[config.mk]
export PLATFORM = sky130hd
export DESIGN_NAME = regfile_wb_ctrl
export DESIGN_NICKNAME = d
export VERILOG_FILES = /design/src/rtl/regfile_ctrl_pkg.sv /design/src/rtl/wb_arbiter.sv /design/src/rtl/regfile_wb_ctrl.sv
export SDC_FILE = /design/constraint.sdc
export NUM_CORES = 1
export LEC_CHECK = 0
export CORE_UTILIZATION = 23
export CTS_CLUSTER_SIZE = 10
export DETAILED_ROUTE_END_ITERATION = 16
export HOLD_SLACK_MARGIN = 0.08
export SLEW_MARGIN = 10
export SYNTH_ARGS = -nofsm -noshare
export SYNTH_HDL_FRONTEND = slang
export SYNTH_SLANG_ARGS = --single-unit
[constraint.sdc]
create_clock -name i_clk -period 7.2 [get_ports i_clk]
set_clock_uncertainty 0.1 [all_clocks]
set_input_delay 1.08 -clock i_clk [delete_from_list [all_inputs] [get_ports i_clk]]
set_output_delay 1.08 -clock i_clk [all_outputs]
set_load 0.02 [all_outputs]
[src/rtl/regfile_ctrl_pkg.sv]
// Shared types and constants for the register-file writeback controller.
// Provides the register-file geometry, the arbitration grant encoding, the
// writeback request bundle, and a one-hot helper used by the scoreboard.
package regfile_ctrl_pkg;

  localparam int XLEN       = 32;
  localparam int REG_ADDR_W = 5;
  localparam int NUM_REGS   = 32;

  typedef enum logic [1:0] {
    GNT_NONE = 2'd0,
    GNT_ALU  = 2'd1,
    GNT_LSU  = 2'd2
  } grant_e;

  typedef struct packed {
    logic                  valid;
    logic [REG_ADDR_W-1:0] rd_addr;
    logic [XLEN-1:0]       rd_data;
  } wb_req_t;

  // One-hot register mask for a register index.
  function automatic logic [NUM_REGS-1:0] reg_onehot(input logic [REG_ADDR_W-1:0] addr);
    logic [NUM_REGS-1:0] one;
    one = {{(NUM_REGS-1){1'b0}}, 1'b1};
    return one << addr;
  endfunction

endpackage

[src/rtl/wb_arbiter.sv]
// Two-input writeback arbiter (ALU vs LSU).
// Ports:
//   i_clk, i_rst       clock, asynchronous active-high reset
//   i_alu_valid        ALU writeback request
//   i_lsu_valid        LSU writeback request
//   o_grant            combinational grant (GNT_NONE while in reset)
// RR_MODE=1: on conflict the loser of the previous conflict wins.
// RR_MODE=0: LSU wins conflicts, but after STARVE_MAX consecutive ALU losses
//            the ALU receives a forced grant.
module wb_arbiter
  import regfile_ctrl_pkg::*;
#(
  parameter int RR_MODE    = 1,
  parameter int STARVE_MAX = 4
) (
  input  logic   i_clk,
  input  logic   i_rst,
  input  logic   i_alu_valid,
  input  logic   i_lsu_valid,
  output grant_e o_grant
);

  localparam logic [3:0] STARVE_LIM = 4'(STARVE_MAX);

  // rr_lsu_pref: 0 = ALU wins the next conflict, 1 = LSU wins it
  logic       rr_lsu_pref_d, rr_lsu_pref_q;
  logic [3:0] starve_cnt_d, starve_cnt_q;
  grant_e     grant;

  // Grant selection plus pointer/counter next-state
  always_comb begin
    grant         = GNT_NONE;
    rr_lsu_pref_d = rr_lsu_pref_q;
    starve_cnt_d  = starve_cnt_q;
    if (i_rst) begin
      grant = GNT_NONE;
    end else begin
      case ({i_alu_valid, i_lsu_valid})
        2'b10: grant = GNT_ALU;
        2'b01: grant = GNT_LSU;
        2'b11: begin
          if (RR_MODE != 0) begin
            grant         = rr_lsu_pref_q ? GNT_LSU : GNT_ALU;
            // Pointer moves only on conflict cycles: winner goes to the back.
            rr_lsu_pref_d = ~rr_lsu_pref_q;
          end else if (starve_cnt_q >= STARVE_LIM) begin
            grant = GNT_ALU;
          end else begin
            grant = GNT_LSU;
          end
        end
        default: grant = GNT_NONE;
      endcase
      // Counts consecutive ALU losses; any ALU grant or idle ALU clears it.
      if ((RR_MODE == 0) && i_alu_valid && (grant == GNT_LSU)) begin
        starve_cnt_d = starve_cnt_q + 4'd1;
      end else begin
        starve_cnt_d = 4'd0;
      end
    end
  end

  // Arbitration state registers
  always_ff @(posedge i_clk or posedge i_rst) begin
    if (i_rst) begin
      rr_lsu_pref_q <= 1'b0;
      starve_cnt_q  <= 4'd0;
    end else begin
      rr_lsu_pref_q <= rr_lsu_pref_d;
      starve_cnt_q  <= starve_cnt_d;
    end
  end

  assign o_grant = grant;

endmodule

[src/rtl/regfile_wb_ctrl.sv]
// Writeback controller in front of the single register-file write port.
// Ports:
//   i_clk, i_rst                       clock, asynchronous active-high reset
//   i_alu_*/o_alu_ready                ALU writeback valid/ready request
//   i_lsu_*/o_lsu_ready                LSU writeback valid/ready request
//   i_issue_valid, i_issue_rd_addr     decode reserves rd (sets busy bit)
//   i_rs1_addr/i_rs2_addr, o_rs*_busy  RAW hazard lookup
//   o_busy_mask                        full pending-write scoreboard
//   o_rd_wren/o_rd_addr/o_rd_data      registered regfile write port
module regfile_wb_ctrl
  import regfile_ctrl_pkg::*;
#(
  parameter int RR_MODE    = 1,
  parameter int STARVE_MAX = 4
) (
  input  logic        i_clk,
  input  logic        i_rst,
  input  logic        i_alu_valid,
  output logic        o_alu_ready,
  input  logic [4:0]  i_alu_rd_addr,
  input  logic [31:0] i_alu_rd_data,
  input  logic        i_lsu_valid,
  output logic        o_lsu_ready,
  input  logic [4:0]  i_lsu_rd_addr,
  input  logic [31:0] i_lsu_rd_data,
  input  logic        i_issue_valid,
  input  logic [4:0]  i_issue_rd_addr,
  input  logic [4:0]  i_rs1_addr,
  input  logic [4:0]  i_rs2_addr,
  output logic        o_rs1_busy,
  output logic        o_rs2_busy,
  output logic [31:0] o_busy_mask,
  output logic        o_rd_wren,
  output logic [4:0]  o_rd_addr,
  output logic [31:0] o_rd_data
);

  grant_e                grant;
  wb_req_t               alu_req, lsu_req, sel_req;
  logic                  rd_wren_d, rd_wren_q;
  logic [REG_ADDR_W-1:0] rd_addr_d, rd_addr_q;
  logic [XLEN-1:0]       rd_data_d, rd_data_q;
  logic [NUM_REGS-1:0]   busy_d, busy_q;

  assign alu_req = '{valid: i_alu_valid, rd_addr: i_alu_rd_addr, rd_data: i_alu_rd_data};
  assign lsu_req = '{valid: i_lsu_valid, rd_addr: i_lsu_rd_addr, rd_data: i_lsu_rd_data};

  wb_arbiter #(
    .RR_MODE    (RR_MODE),
    .STARVE_MAX (STARVE_MAX)
  ) u_arb (
    .i_clk       (i_clk),
    .i_rst       (i_rst),
    .i_alu_valid (i_alu_valid),
    .i_lsu_valid (i_lsu_valid),
    .o_grant     (grant)
  );

  assign o_alu_ready = (grant == GNT_ALU);
  assign o_lsu_ready = (grant == GNT_LSU);

  // Output stage next-state: load the granted request; x0 is consumed silently
  always_comb begin
    sel_req   = '0;
    rd_wren_d = 1'b0;
    rd_addr_d = rd_addr_q;
    rd_data_d = rd_data_q;
    case (grant)
      GNT_ALU: sel_req = alu_req;
      GNT_LSU: sel_req = lsu_req;
      default: sel_req = '0;
    endcase
    if (sel_req.valid) begin
      rd_wren_d = (sel_req.rd_addr != 5'd0);
      rd_addr_d = sel_req.rd_addr;
      rd_data_d = sel_req.rd_data;
    end else begin
      rd_wren_d = 1'b0;
    end
  end

  // Scoreboard next-state: clear on commit first, then set on issue so a
  // same-register set/clear collision leaves the newer producer pending
  always_comb begin
    busy_d = busy_q;
    if (rd_wren_q) begin
      busy_d = busy_d & ~reg_onehot(rd_addr_q);
    end else begin
      busy_d = busy_q;
    end
    if (i_issue_valid && (i_issue_rd_addr != 5'd0)) begin
      busy_d = busy_d | reg_onehot(i_issue_rd_addr);
    end else begin
      busy_d = busy_d;
    end
    busy_d[0] = 1'b0;
  end

  // Output stage and scoreboard registers; reset drops any held write
  always_ff @(posedge i_clk or posedge i_rst) begin
    if (i_rst) begin
      rd_wren_q <= 1'b0;
      rd_addr_q <= 5'd0;
      rd_data_q <= 32'd0;
      busy_q    <= 32'd0;
    end else begin
      rd_wren_q <= rd_wren_d;
      rd_addr_q <= rd_addr_d;
      rd_data_q <= rd_data_d;
      busy_q    <= busy_d;
    end
  end

  assign o_rd_wren   = rd_wren_q;
  assign o_rd_addr   = rd_addr_q;
  assign o_rd_data   = rd_data_q;
  assign o_busy_mask = busy_q;
  assign o_rs1_busy  = busy_q[i_rs1_addr];
  assign o_rs2_busy  = busy_q[i_rs2_addr];

endmodule

==> results.json <==
{
  "end_kind": "output port",
  "power.share.clock_pct": 23.0,
  "fmaxAchievable_mhz": 221.3,
  "timing.slew.headroom_pct": 40.34,
  "holdCritPathClass": "reg2reg",
  "crit_chain": "clkdlybuf4s50_1, inv_2, buf_4, and3_1, ha_1, clkdlybuf4s50_1",
  "hpwl_um": 9523,
  "post-route-util_pct": 37.68,
  "slew_viol_final": 0,
  "fin_cells": 754,
  "yosysUniqueCellTypes": 30,
  "seq_power_share_pct": 35.4,
  "p_leak_nw": 2.095,
  "final.setup.tns_ps": 0,
  "drt_iter0_drc": 188,
  "track_usage_pct": 15.49,
  "syn_inst": 381,
  "cts_max_path_buffers": 2,
  "fillers": 1507,
  "drt_first_pass_iters": 4,
  "cts_htree_levels": 3,
  "power_density_mw_per_mm2": 304.6,
  "crit_family": "buffers and inverters",
  "gp_congestion": 0.8705,
  "cp_common_cell": "clkdlybuf4s50_1",
  "p_sw_share_pct": 36.40,
  "die_w_um": 127.3,
  "post_drt_wl_per_cell_um": 16.40,
  "p_int_w": 0.001114,
  "rsz0062_at_grt": "no",
  "grt.overflow.total": 0,
  "initial_core_util_pct": 23.67,
  "switchingPower_w": 0.0006374,
  "pre_cts_ws_ps": 2608,
  "clkTransAtPathRegs_ps": 50,
  "grt_pass1_vias": 3651,
  "cp_data_required_time_ps": 6020,
  "cts.sinks": 70,
  "ant_nets": 0,
  "cts_setup_buffers": 0,
  "coreArea_mm2": 0.01526,
  "slowest_delay_ps": 680,
  "drive_gt1_share_pct": 5.525,
  "period_minus_slack_ps": 4518,
  "routed_wl_um": 12370,
  "hold_buffers": 0,
  "syn_to_final_growth_pct": 59.16,
  "rows": 45,
  "whs_ps": 430.5,
  "postSynthAreaPerCell_um2": 9.481,
  "crit_path_top_delay_cell": "buf_4",
  "ys_seq_area_share_pct": 48.49,
  "maxCapViolCount": 0,
  "ir_drop_uv": 140.0,
  "ioPinCount": 168,
  "grt_pass1_wl_um": 19350,
  "arrival_ps": 3340,
  "fin_ws_ps": 2682,
  "die_h_um": 127.3,
  "cts_root_buffer": "clkbuf_16",
  "ys_warn_count": 0,
  "syn_nets": 477,
  "combPwrFrac_pct": 41.6,
  "synth.area.top_cells": "dfrtp_1 48%, o21ai_0 9.0%, a22oi_1 8.7%",
  "io_buffers": 166,
  "die_area_mm2": 0.01621,
  "n_antenna_cell": 0,
  "cts_resized": 0,
  "synth_top_area_share_pct": 48.49,
  "finalHoldViolCount": 0,
  "worst_pin_slew_ps": 894.9,
  "cts_tree": "yes",
  "synth_largest_area_cell": "dfrtp_1",
  "layout.nets": 635,
  "vias": 3701,
  "period_share_pct": 62.75,
  "startpoint_type": "primary input",
  "cts_buffers": 9,
  "dp_cells": 739,
  "setup_viol": 0,
  "ys_ff_latch": 70,
  "path_buf_inv": 4,
  "critPathKind": "in2out",
  "grt_max_degree": 76,
  "antenna_found_initial": 0,
  "status": "completed",
  "drc_errors": 0,
  "clk_latency_ps": 330,
  "synth_area_mm2": 0.003612,
  "viasPerCell": 4.908,
  "cp_max_fo": 71
}
cells by family after synthesis:
group           after synthesis  synth area share (%)
compound gates              157                 25.22
simple gates                 97                 13.09
flops                        70                 48.49
buf+inv                      29                 3.429
mux                          24                 8.729
fa+ha+maj                     2                0.6926
other cells                   1                0.1038
xor+xnor                      1                0.2425
metrics by stage:
stage	total power, W	area, um^2
final	0.001751	5749
after global routing	0.001854	5749
after CTS	0.001773	5749
after detailed placement	0.001359	5474
after global placement	0.001348	5474
after floorplan	0.0009596	3612
per-layer routing:
layer,global-route usage (%),up-vias,wire [um]
met2,25.20,182,5702
li1,-,1726,-
met1,19.66,1779,5401
met3,3.894,14,1051
met5,0,-,0
met4,6.162,0,209
state kept, by name, indices dropped and copies added (netlist names):
register and flops:
o_busy_mask 31, o_rd_addr 5, o_rd_data 32, o_rd_wren 1
u_arb.rr_lsu_pref_q 1
power groups by stage:
stage / registers (W) / logic, W / clock network [W]
final: 0.000620 / 0.000729 / 0.000402
after floorplan: 0.000754 / 0.000206 / 0
after global placement: 0.000623 / 0.000725 / 0
after CTS: 0.000624 / 0.000735 / 0.000414
after detailed placement: 0.000626 / 0.000733 / 0
after global routing: 0.000642 / 0.000786 / 0.000426
area by class of cell:
cell class,count,area (um^2),area share (%)
clock inverter,4,22.52,0.3917
sequential,70,1752,30.47
clock buffer,11,252.7,4.396
inverter,6,22.52,0.3917
timing repair buffer,170,1692,29.42
tap,211,264.0,4.592
multi-input combinational,282,1744,30.34
synthesized netlist by cell type:
| cell | instances |
|---|---|
| and3_1 | 1 |
| o2111ai_1 | 2 |
| a22oi_1 | 42 |
| o21ai_0 | 65 |
| o211ai_1 | 2 |
| or3b_2 | 3 |
| nand2_1 | 9 |
| a21oi_1 | 43 |
| nand2b_1 | 6 |
| or2_0 | 1 |
| or4_1 | 2 |
| buf_1 | 3 |
| dfrtp_1 | 70 |
| xnor2_1 | 1 |
| mux2i_1 | 18 |
| buf_2 | 9 |
| nand3b_1 | 5 |
| inv_1 | 6 |
| nor2_1 | 44 |
| buf_4 | 1 |
| a211oi_1 | 2 |
| nand3_1 | 14 |
| clkbuf_1 | 10 |
| conb_1 | 1 |
| nand4_1 | 3 |
| ha_1 | 2 |
| a21boi_0 | 1 |
| mux4_2 | 6 |
| nor2b_1 | 8 |
| or3_1 | 1 |
final timing paths:
check / start / to / slack, ps / depth (start not counted)
worst max-delay path: i_rst / o_alu_ready / 2680 / 6
worst min-delay path: o_rd_data[11] / o_rd_data[11] / 430 / 2
worst max register to register: u_arb.rr_lsu_pref_q / o_rd_data[22] / 4630 / 8
worst min register to register: o_rd_data[11] / o_rd_data[11] / 430 / 2
max in group asynchronous: i_rst / o_rd_addr[1] / 5140 / 3
min in group asynchronous: i_rst / o_rd_data[13] / 1280 / 3
worst reg2reg max path: cells and delay by family, from the launching register on:
| family | cells | cell delay (ps) |
|---|---|---|
| adder cells (fa/ha/maj) | 1 | 220 |
| buffers and inverters | 2 | 920 |
| AND/OR/NAND/NOR | 2 | 250 |
| AO/OA/AOI/OAI | 3 | 600 |
| flip-flops | 1 | 410 |
placed cells by master (no fill, tap or decap), types with 2 or more instances in the layout:
cell and count:
inv_1 5, or4_1 2, a21oi_1 43, clkbuf_8 2, nor2b_1 8, clkbuf_16 9
mux2i_1 18, o21ai_0 65, nand2b_1 6, nand3_1 14, nand2_1 9, o2111ai_1 2
a211oi_1 2, dfrtp_1 70, buf_4 4, o211ai_1 2, clkdlybuf4s50_1 166, nor2_1 43
nand3b_1 5, clkinv_2 3, a22oi_1 42, or3b_2 3, ha_1 2, mux4_2 6
nand4_1 3
Note: power is estimated with default switching activity, not from simulation.
